**src/rtl/condlogic_hold_pkg.sv**
```systemverilog
// condlogic_hold_pkg
// Shared constants for the condition unit: ARM condition-code encodings and
// bit positions of the N, Z, C, V flags inside the 4-bit flag vector.
package condlogic_hold_pkg;

    localparam logic [3:0] COND_EQ = 4'b0000;
    localparam logic [3:0] COND_NE = 4'b0001;
    localparam logic [3:0] COND_CS = 4'b0010;
    localparam logic [3:0] COND_CC = 4'b0011;
    localparam logic [3:0] COND_MI = 4'b0100;
    localparam logic [3:0] COND_PL = 4'b0101;
    localparam logic [3:0] COND_VS = 4'b0110;
    localparam logic [3:0] COND_VC = 4'b0111;
    localparam logic [3:0] COND_HI = 4'b1000;
    localparam logic [3:0] COND_LS = 4'b1001;
    localparam logic [3:0] COND_GE = 4'b1010;
    localparam logic [3:0] COND_LT = 4'b1011;
    localparam logic [3:0] COND_GT = 4'b1100;
    localparam logic [3:0] COND_LE = 4'b1101;
    localparam logic [3:0] COND_AL = 4'b1110;
    localparam logic [3:0] COND_NV = 4'b1111;

    localparam int FLAG_N = 3;
    localparam int FLAG_Z = 2;
    localparam int FLAG_C = 1;
    localparam int FLAG_V = 0;

endpackage

```
**src/rtl/condlogic_hold_cond_eval.sv**
```systemverilog
// cond_eval
// Purely combinational ARM condition decoder.
// Ports:
//   cond   in  4  instruction condition field
//   flags  in  4  {N,Z,C,V}
//   condEx out 1  condition passes
module cond_eval
    import condlogic_hold_pkg::*;
(
    input  logic [3:0] cond,
    input  logic [3:0] flags,
    output logic       condEx
);

    logic n, z, c, v;

    assign n = flags[FLAG_N];
    assign z = flags[FLAG_Z];
    assign c = flags[FLAG_C];
    assign v = flags[FLAG_V];

    always_comb begin
        condEx = 1'b0;
        case (cond)
            COND_EQ: condEx = z;
            COND_NE: condEx = ~z;
            COND_CS: condEx = c;
            COND_CC: condEx = ~c;
            COND_MI: condEx = n;
            COND_PL: condEx = ~n;
            COND_VS: condEx = v;
            COND_VC: condEx = ~v;
            COND_HI: condEx = c & ~z;
            COND_LS: condEx = ~c | z;
            COND_GE: condEx = (n == v);
            COND_LT: condEx = (n != v);
            COND_GT: condEx = ~z & (n == v);
            COND_LE: condEx = z | (n != v);
            COND_AL: condEx = 1'b1;
            default: condEx = 1'b0;
        endcase
    end

endmodule

```
**src/rtl/condlogic_hold.sv**
```systemverilog
// condlogic_hold
// Condition unit for the multicycle ARM datapath: NZCV register with grouped
// flag writes, a shadow copy for exception save/restore, and a condition
// result held for the whole multicycle instruction.
// Ports:
//   clk, reset (sync, active-low)
//   Cond, ALUFlags, FlagW[NGROUPS], CondSample, PCS, NextPC, RegW, MemW,
//   SaveFlags, RestoreFlags                              -> inputs
//   PCWrite, RegWrite, MemWrite, Flags[4], CondExHeld    -> outputs
module condlogic_hold
    import condlogic_hold_pkg::*;
#(
    parameter int NGROUPS     = 2,
    parameter int HOLD_MODE   = 1,
    parameter int FLAGW_GATED = 1
) (
    input  logic               clk,
    input  logic               reset,
    input  logic [3:0]         Cond,
    input  logic [3:0]         ALUFlags,
    input  logic [NGROUPS-1:0] FlagW,
    input  logic               CondSample,
    input  logic               PCS,
    input  logic               NextPC,
    input  logic               RegW,
    input  logic               MemW,
    input  logic               SaveFlags,
    input  logic               RestoreFlags,
    output logic               PCWrite,
    output logic               RegWrite,
    output logic               MemWrite,
    output logic [3:0]         Flags,
    output logic               CondExHeld
);

    if (!(NGROUPS == 1 || NGROUPS == 2 || NGROUPS == 4)) begin : gBadNgroups
        $error("condlogic_hold: NGROUPS must be 1, 2 or 4");
    end

    logic [3:0]         flagsQ;
    logic [3:0]         shadowQ;
    logic               heldQ;
    logic               condEx;
    logic [3:0]         flagsWr;
    logic [NGROUPS-1:0] groupEn;

    cond_eval uCondEval (
        .cond   (Cond),
        .flags  (flagsQ),
        .condEx (condEx)
    );

    // Each group owns a contiguous slice of NZCV; group NGROUPS-1 holds N.
    for (genvar g = 0; g < NGROUPS; g++) begin : gGroup
        localparam int LO = g * 4 / NGROUPS;
        localparam int HI = (g + 1) * 4 / NGROUPS - 1;

        assign groupEn[g]      = FlagW[g] & ((FLAGW_GATED != 0) ? heldQ : 1'b1);
        assign flagsWr[HI:LO]  = groupEn[g] ? ALUFlags[HI:LO] : flagsQ[HI:LO];
    end

    always_ff @(posedge clk) begin
        if (!reset) begin
            flagsQ  <= 4'b0000;
            shadowQ <= 4'b0000;
            heldQ   <= 1'b0;
        end else begin
            // Restore wins over ALU writes; with Save in the same cycle the
            // two registers swap because both use pre-edge values.
            if (RestoreFlags) flagsQ <= shadowQ;
            else              flagsQ <= flagsWr;

            if (SaveFlags) shadowQ <= flagsQ;

            // condEx is derived from pre-edge flags, so a flag write in the
            // sampling cycle does not affect the captured result.
            if (HOLD_MODE == 0 || CondSample) heldQ <= condEx;
        end
    end

    assign Flags      = flagsQ;
    assign CondExHeld = heldQ;
    assign RegWrite   = RegW & heldQ;
    assign MemWrite   = MemW & heldQ;
    assign PCWrite    = (PCS & heldQ) | NextPC;

endmodule

```
**config.mk**
```make
export PLATFORM = sky130hd
export DESIGN_NAME = condlogic_hold
export DESIGN_NICKNAME = d
export VERILOG_FILES = /design/src/rtl/condlogic_hold_pkg.sv /design/src/rtl/condlogic_hold_cond_eval.sv /design/src/rtl/condlogic_hold.sv
export SDC_FILE = /design/constraint.sdc
export NUM_CORES = 1
export LEC_CHECK = 0
export CORE_MARGIN = 3
export CORE_UTILIZATION = 43
export DETAILED_ROUTE_END_ITERATION = 16
export GPL_ROUTABILITY_DRIVEN = 0
export PLACE_DENSITY = 0.81
export SETUP_SLACK_MARGIN = 0.15
export SYNTH_ARGS = -nofsm -noshare
export SYNTH_HDL_FRONTEND = slang
export SYNTH_HIERARCHICAL = 1
export SYNTH_SLANG_ARGS = --single-unit
```
**constraint.sdc**
```tcl
create_clock -name clk -period 2.26 [get_ports clk]
set_input_delay 0.452 -clock clk [delete_from_list [all_inputs] [get_ports clk]]
set_output_delay 0.452 -clock clk [all_outputs]
set_load 0.1 [all_outputs]
```
### After elaboration in Yosys (flattened, before gate mapping)

Index checks and enable logic that the tools add are counted.

* register bits: 9
* logic and storage cells: 41
* bits in latches: 0
* ROM bits: 0
* memory bits (writable): 0
* memories kept: 0
* output and inout port bits: 8

* reduce and logical (&&, ||, !) cells: 3
* div/mod/pow operators: 0
* bitwise logic cells: 14
* add/subtract/negate cells: 0
* mux-type cells: 4
* multipliers: 0
* eq/ne operators: 16
* shifts and indexed selects: 0
* order comparisons: 0

Operator list (number)
* 4-bit == test (second input constant): 7
* 4-bit by 3-bit == test with 1-bit output (second input constant): 4
* 1-bit one-hot mux with 15 select lines: 1
* 4-bit by 2-bit == test with 1-bit output (second input constant): 2
* 1-bit AND: 7
* 4-bit by 1-bit == test with 1-bit output (second input constant): 1
* 4-bit logical NOT: 1
* 2-bit two-way mux: 2
* 4-bit two-way mux: 1
* 1-bit inverter: 4
* 2-bit nonzero test: 2
* 1-bit OR: 3
* 1-bit == test: 1
* 1-bit inequality test: 1

### Longest topological paths before layout

* depth after elaboration: 3
* mapped depth: 7
* mapped depth without buffers: 6

### Modules after synthesis

Netlist, hierarchy kept.

Modules (own cells, without submodules)
* condlogic_hold: cells an instance 40, area each 417.9 um2, times used 1
* cond_eval: cells an instance 28, area each 193.9 um2, times used 1

### Worst setup path after synthesis

Ideal clock, no wire load.

* kind: reg-to-output
* start: reg heldQ (netlist: CondExHeld)
* end: out MemWrite
* arrival: 1.938 ns
* stages on the path, launching flop included: 3
* setup slack: -0.130 ns
* data required time: 1.808 ns
* cells stage by stage: dfxtp_1 buf_6 and2_1

* word-level cells in the longest chain between the ends: 1

RTL lines
* from (decl): RTL line condlogic_hold.sv:42 `logic heldQ;`
* from (signal assigned): RTL line condlogic_hold.sv:77 `if (HOLD_MODE == 0 || CondSample) heldQ <= condEx;`
* 1-bit AND: RTL line condlogic_hold.sv:84 `assign MemWrite = MemW & heldQ;`
* to (decl): RTL line condlogic_hold.sv:31 `output logic MemWrite,`

Every way passes these cells.

### Worst setup path after layout

* start: in Cond[2]
* end: reg heldQ (netlist: CondExHeld)

* word-level cells in the longest chain between the ends: 2
* elaborated cells on any way between the ends: 16

RTL lines
* from (decl): RTL line condlogic_hold.sv:19 `input logic [3:0] Cond,`
* 4-bit == test (tied with other cells): RTL line condlogic_hold_cond_eval.sv:24 `case (cond)`
* 1-bit one-hot mux with 15 select lines *: RTL line condlogic_hold_cond_eval.sv:24
* net condEx: RTL line condlogic_hold.sv:43 `logic condEx;`

Mark *: on every way through the listed nets, which the timed path passes. The rest lies on a longest branch.
A chain may end at the register's enable or synchronous reset.

==> qor.txt <==
clock sinks = 9
worst reg-to-reg path cell count = 6
Syn Area/Cell = 9.00 sq um
f_max = 0.512 GHz
clk slew on worst S/H paths = 0.06 ns
Clock Path Buffers = 2
PostCTS Resize Cnt = 0
number of global-route vias before repair = 537
Area Growth Syn to Fin = 49.1%
placed inst area = 886 sq um
total negative setup slack = 0 ns
power per cell area = 535 nW/um^2
Max IR drop VDD = 0.000407 V
largest family of logic cells by synthesized area = simple AND/OR/NAND/NOR gates
CP max-delay cell = clkdlybuf4s50_1
Initial Util = 50.3%
largest net degree at the start of global routing = 14
Synth Area in Compound Gates = 25.4%
synthesis-stage register bit count = 9
post-CTS setup buffer count = 0
internal power = 0.314 mW
Setup crit start = Cond[2]
static leakage = 0.402 nW
simple-gate portion of the synthesized area = 26.4%
Die Y = 43.7 microns
worst min-delay path startpoint = shadowQ[3]
Critical Path RT = 2.41 ns
placed cell count = 104
Synth Area in XOR/XNOR = 4.09%
standard-cell rows = 12
post-synthesis mux area share = 10.6%
Top delay family on crit path = buffers and inverters
Util after Layout = 75.0%
Vias/cell = 5.55
Comb power frac = 37.4%
Post-Syn Area = 612 sq um
status = finished, final reports clean
cell taking the most area after synthesis = dfxtp_1
Reg2Reg Launch Point = Flags[3]
DRC Markers = 0
post-synth top area share = 29.4%
CTS Hold Buffers Added = 0
crit-path max cell delay = 0.62 ns
first drt pass iteration count = 3
Final Setup Violations = 0
clock network fraction of total power = 25.4%
Psw = 0.173 mW
First DRT Iteration DRCs = 2
RSZ-0062 raised after global routing = no
Critical R2R Capture = CondExHeld
switching share of power = 35.6%
hold_ws = 0.518 ns
Die Width = 43.7 microns
clk root buf = clkbuf_4
global route overflow = 0
final instance area = 912 sq um
Least-Margin Pin Slew = 0.288 ns
Final period util = 86.5%
number of CTS-inserted buffers = 3
Final HPWL DP = 1.11 mm
Max FO, Critical Path = 8
worst skew pair latency = 0.26 ns
Post-Syn Instances = 68
synth warn = 6
Final #Nets = 114
Sequential Power Share = 37.2%
TritonCTS clock tree = done
Final WS setup = 0.305 ns
die footprint = 1910 sq um
IO Port Bufs = 26
vias = 599
IO Pins = 27
Final Skew = 0.000459 ns
top cells by area, synth = dfxtp_1, mux2i_1, o311a_1
Mapped Nets = 87
crit-path cells = clkdlybuf4s50_1, mux2_4, a21oi_1, o211ai_1, a211o_1, mux2i_1, nor2b_1
Buf+Inv Stages, Crit Path = 1
Non-Filler Instances = 108
Post-synth ARST share = 0%
core area = 1220 sq um
Synth Area in Adders = 0%
CP arrival = 2.11 ns
post-route antenna net violation count = 0
initial antenna violation count = 0
Worst Setup Path Type = in -> reg
Min-Delay Endpoint = shadowQ[3]
Avg WL per Cell = 13.0 microns
CTS H-tree depth = 1
post-route minimum period = 1.95 ns
Total Power = 0.488 mW
share of post-route cells with drive strength above 1 = 17.0%
EDFF count, synth = 0
Max-Cap Viols = 0
first-pass GRT wire length = 2.29 mm
n_diodes = 0
CP Launch Type = primary input
Relative slew margins = 80.7%
worst hold path depth = 2
Synth cell types = 29
min-delay worst type = reg -> reg
Setup Slack @ Placement = 0.0281 ns
Setup crit end kind = register
Seq/Total Area, Yosys = 29.4%
Reg2Reg Setup Slack = 0.73 ns
Fin. Hold Viols = 0
wirelength, routed = 1.41 mm
GRT Total Usage = 16.1%
Main synth FF type = dfxtp_1
final number of max-transition violations = 0
[layout make-up]
cell class	count	area [sq um]
Sequential cell	9	184
Timing Repair Buffer	26	278
Clock buffer	4	26.3
Tap cell	14	17.5
Fill cell	87	304
Multi-Input combinational cell	55	407
[sequential cells by signal, summed over array words and instances, names as in the netlist]
register and count:
CondExHeld 1, shadowQ 4, Flags 4
[layer usage]
metal  track usage (%)  part of all wire [%]
met5                 0                     0
met2              23.0                    47
met4              15.1                   3.2
met1              20.7                    44
met3              1.66                   5.2
[power by group through the flow]
| stage | Combinational (mW) | Clock [mW] | Sequential, mW |
|---|---|---|---|
| 2_1_floorplan | 0.0808 | 0 | 0.221 |
| 3_3_place_gp | 0.181 | 0 | 0.185 |
| 3_5_place_dp | 0.183 | 0 | 0.185 |
| 4_1_cts | 0.183 | 0.130 | 0.181 |
| 5_1_grt | 0.192 | 0.138 | 0.183 |
| 6_report | 0.182 | 0.124 | 0.182 |
[cell families after synthesis]
group                  Yosys count
AND/OR/NAND/NOR                 27
AO/OA/AOI/OAI                   20
flip-flops                       9
multiplexers                     6
buffers and inverters            4
XOR/XNOR                         2
[placed cells by master (no fill, tap or decap), types with 2 or more instances in the layout]
| cell | synthesis | final |
|---|---|---|
| nand2_1 | 2 | 2 |
| a21oi_1 | 3 | 3 |
| nand2b_1 | 6 | 6 |
| buf_4 | 0 | 5 |
| mux2i_1 | 5 | 5 |
| buf_12 | 0 | 3 |
| o311a_1 | 4 | 4 |
| nor2b_1 | 6 | 6 |
| nor2_1 | 2 | 2 |
| clkbuf_4 | 0 | 3 |
| clkdlybuf4s50_1 | 0 | 18 |
| a211o_1 | 2 | 2 |
| dfxtp_1 | 9 | 6 |
| o211ai_1 | 2 | 2 |
| and2_1 | 2 | 2 |
| dfxtp_2 | 0 | 3 |
| nor3_1 | 2 | 2 |
| and3_1 | 4 | 4 |
| a21boi_1 | 4 | 4 |
[synthesized netlist by cell type, types with 2 or more instances]
cell and count:
a21boi_1 4, nor2_1 2, nand2_1 2, mux2i_1 5
a21oi_1 3, o211ai_1 2, nor2b_1 6, and2_1 2
nor3_1 2, o311a_1 4, nand2b_1 6, and3_1 4
dfxtp_1 9, a211o_1 2
[worst min-delay path: stages (launching register included)]
cell and delay, ns:
dfxtp_1 0.32, mux2i_1 0.06, nor2b_1 0.10
[worst max path at each step]
stage,end,cells past startpoint,slack (ns)
after floorplan,CondExHeld,6,0.18
after global placement,CondExHeld,7,0.07
after detailed placement,CondExHeld,7,0.03
after CTS,CondExHeld,7,0.30
after global routing,CondExHeld,7,0.17
final,CondExHeld,7,0.31
(Power assumes the default switching activity.)
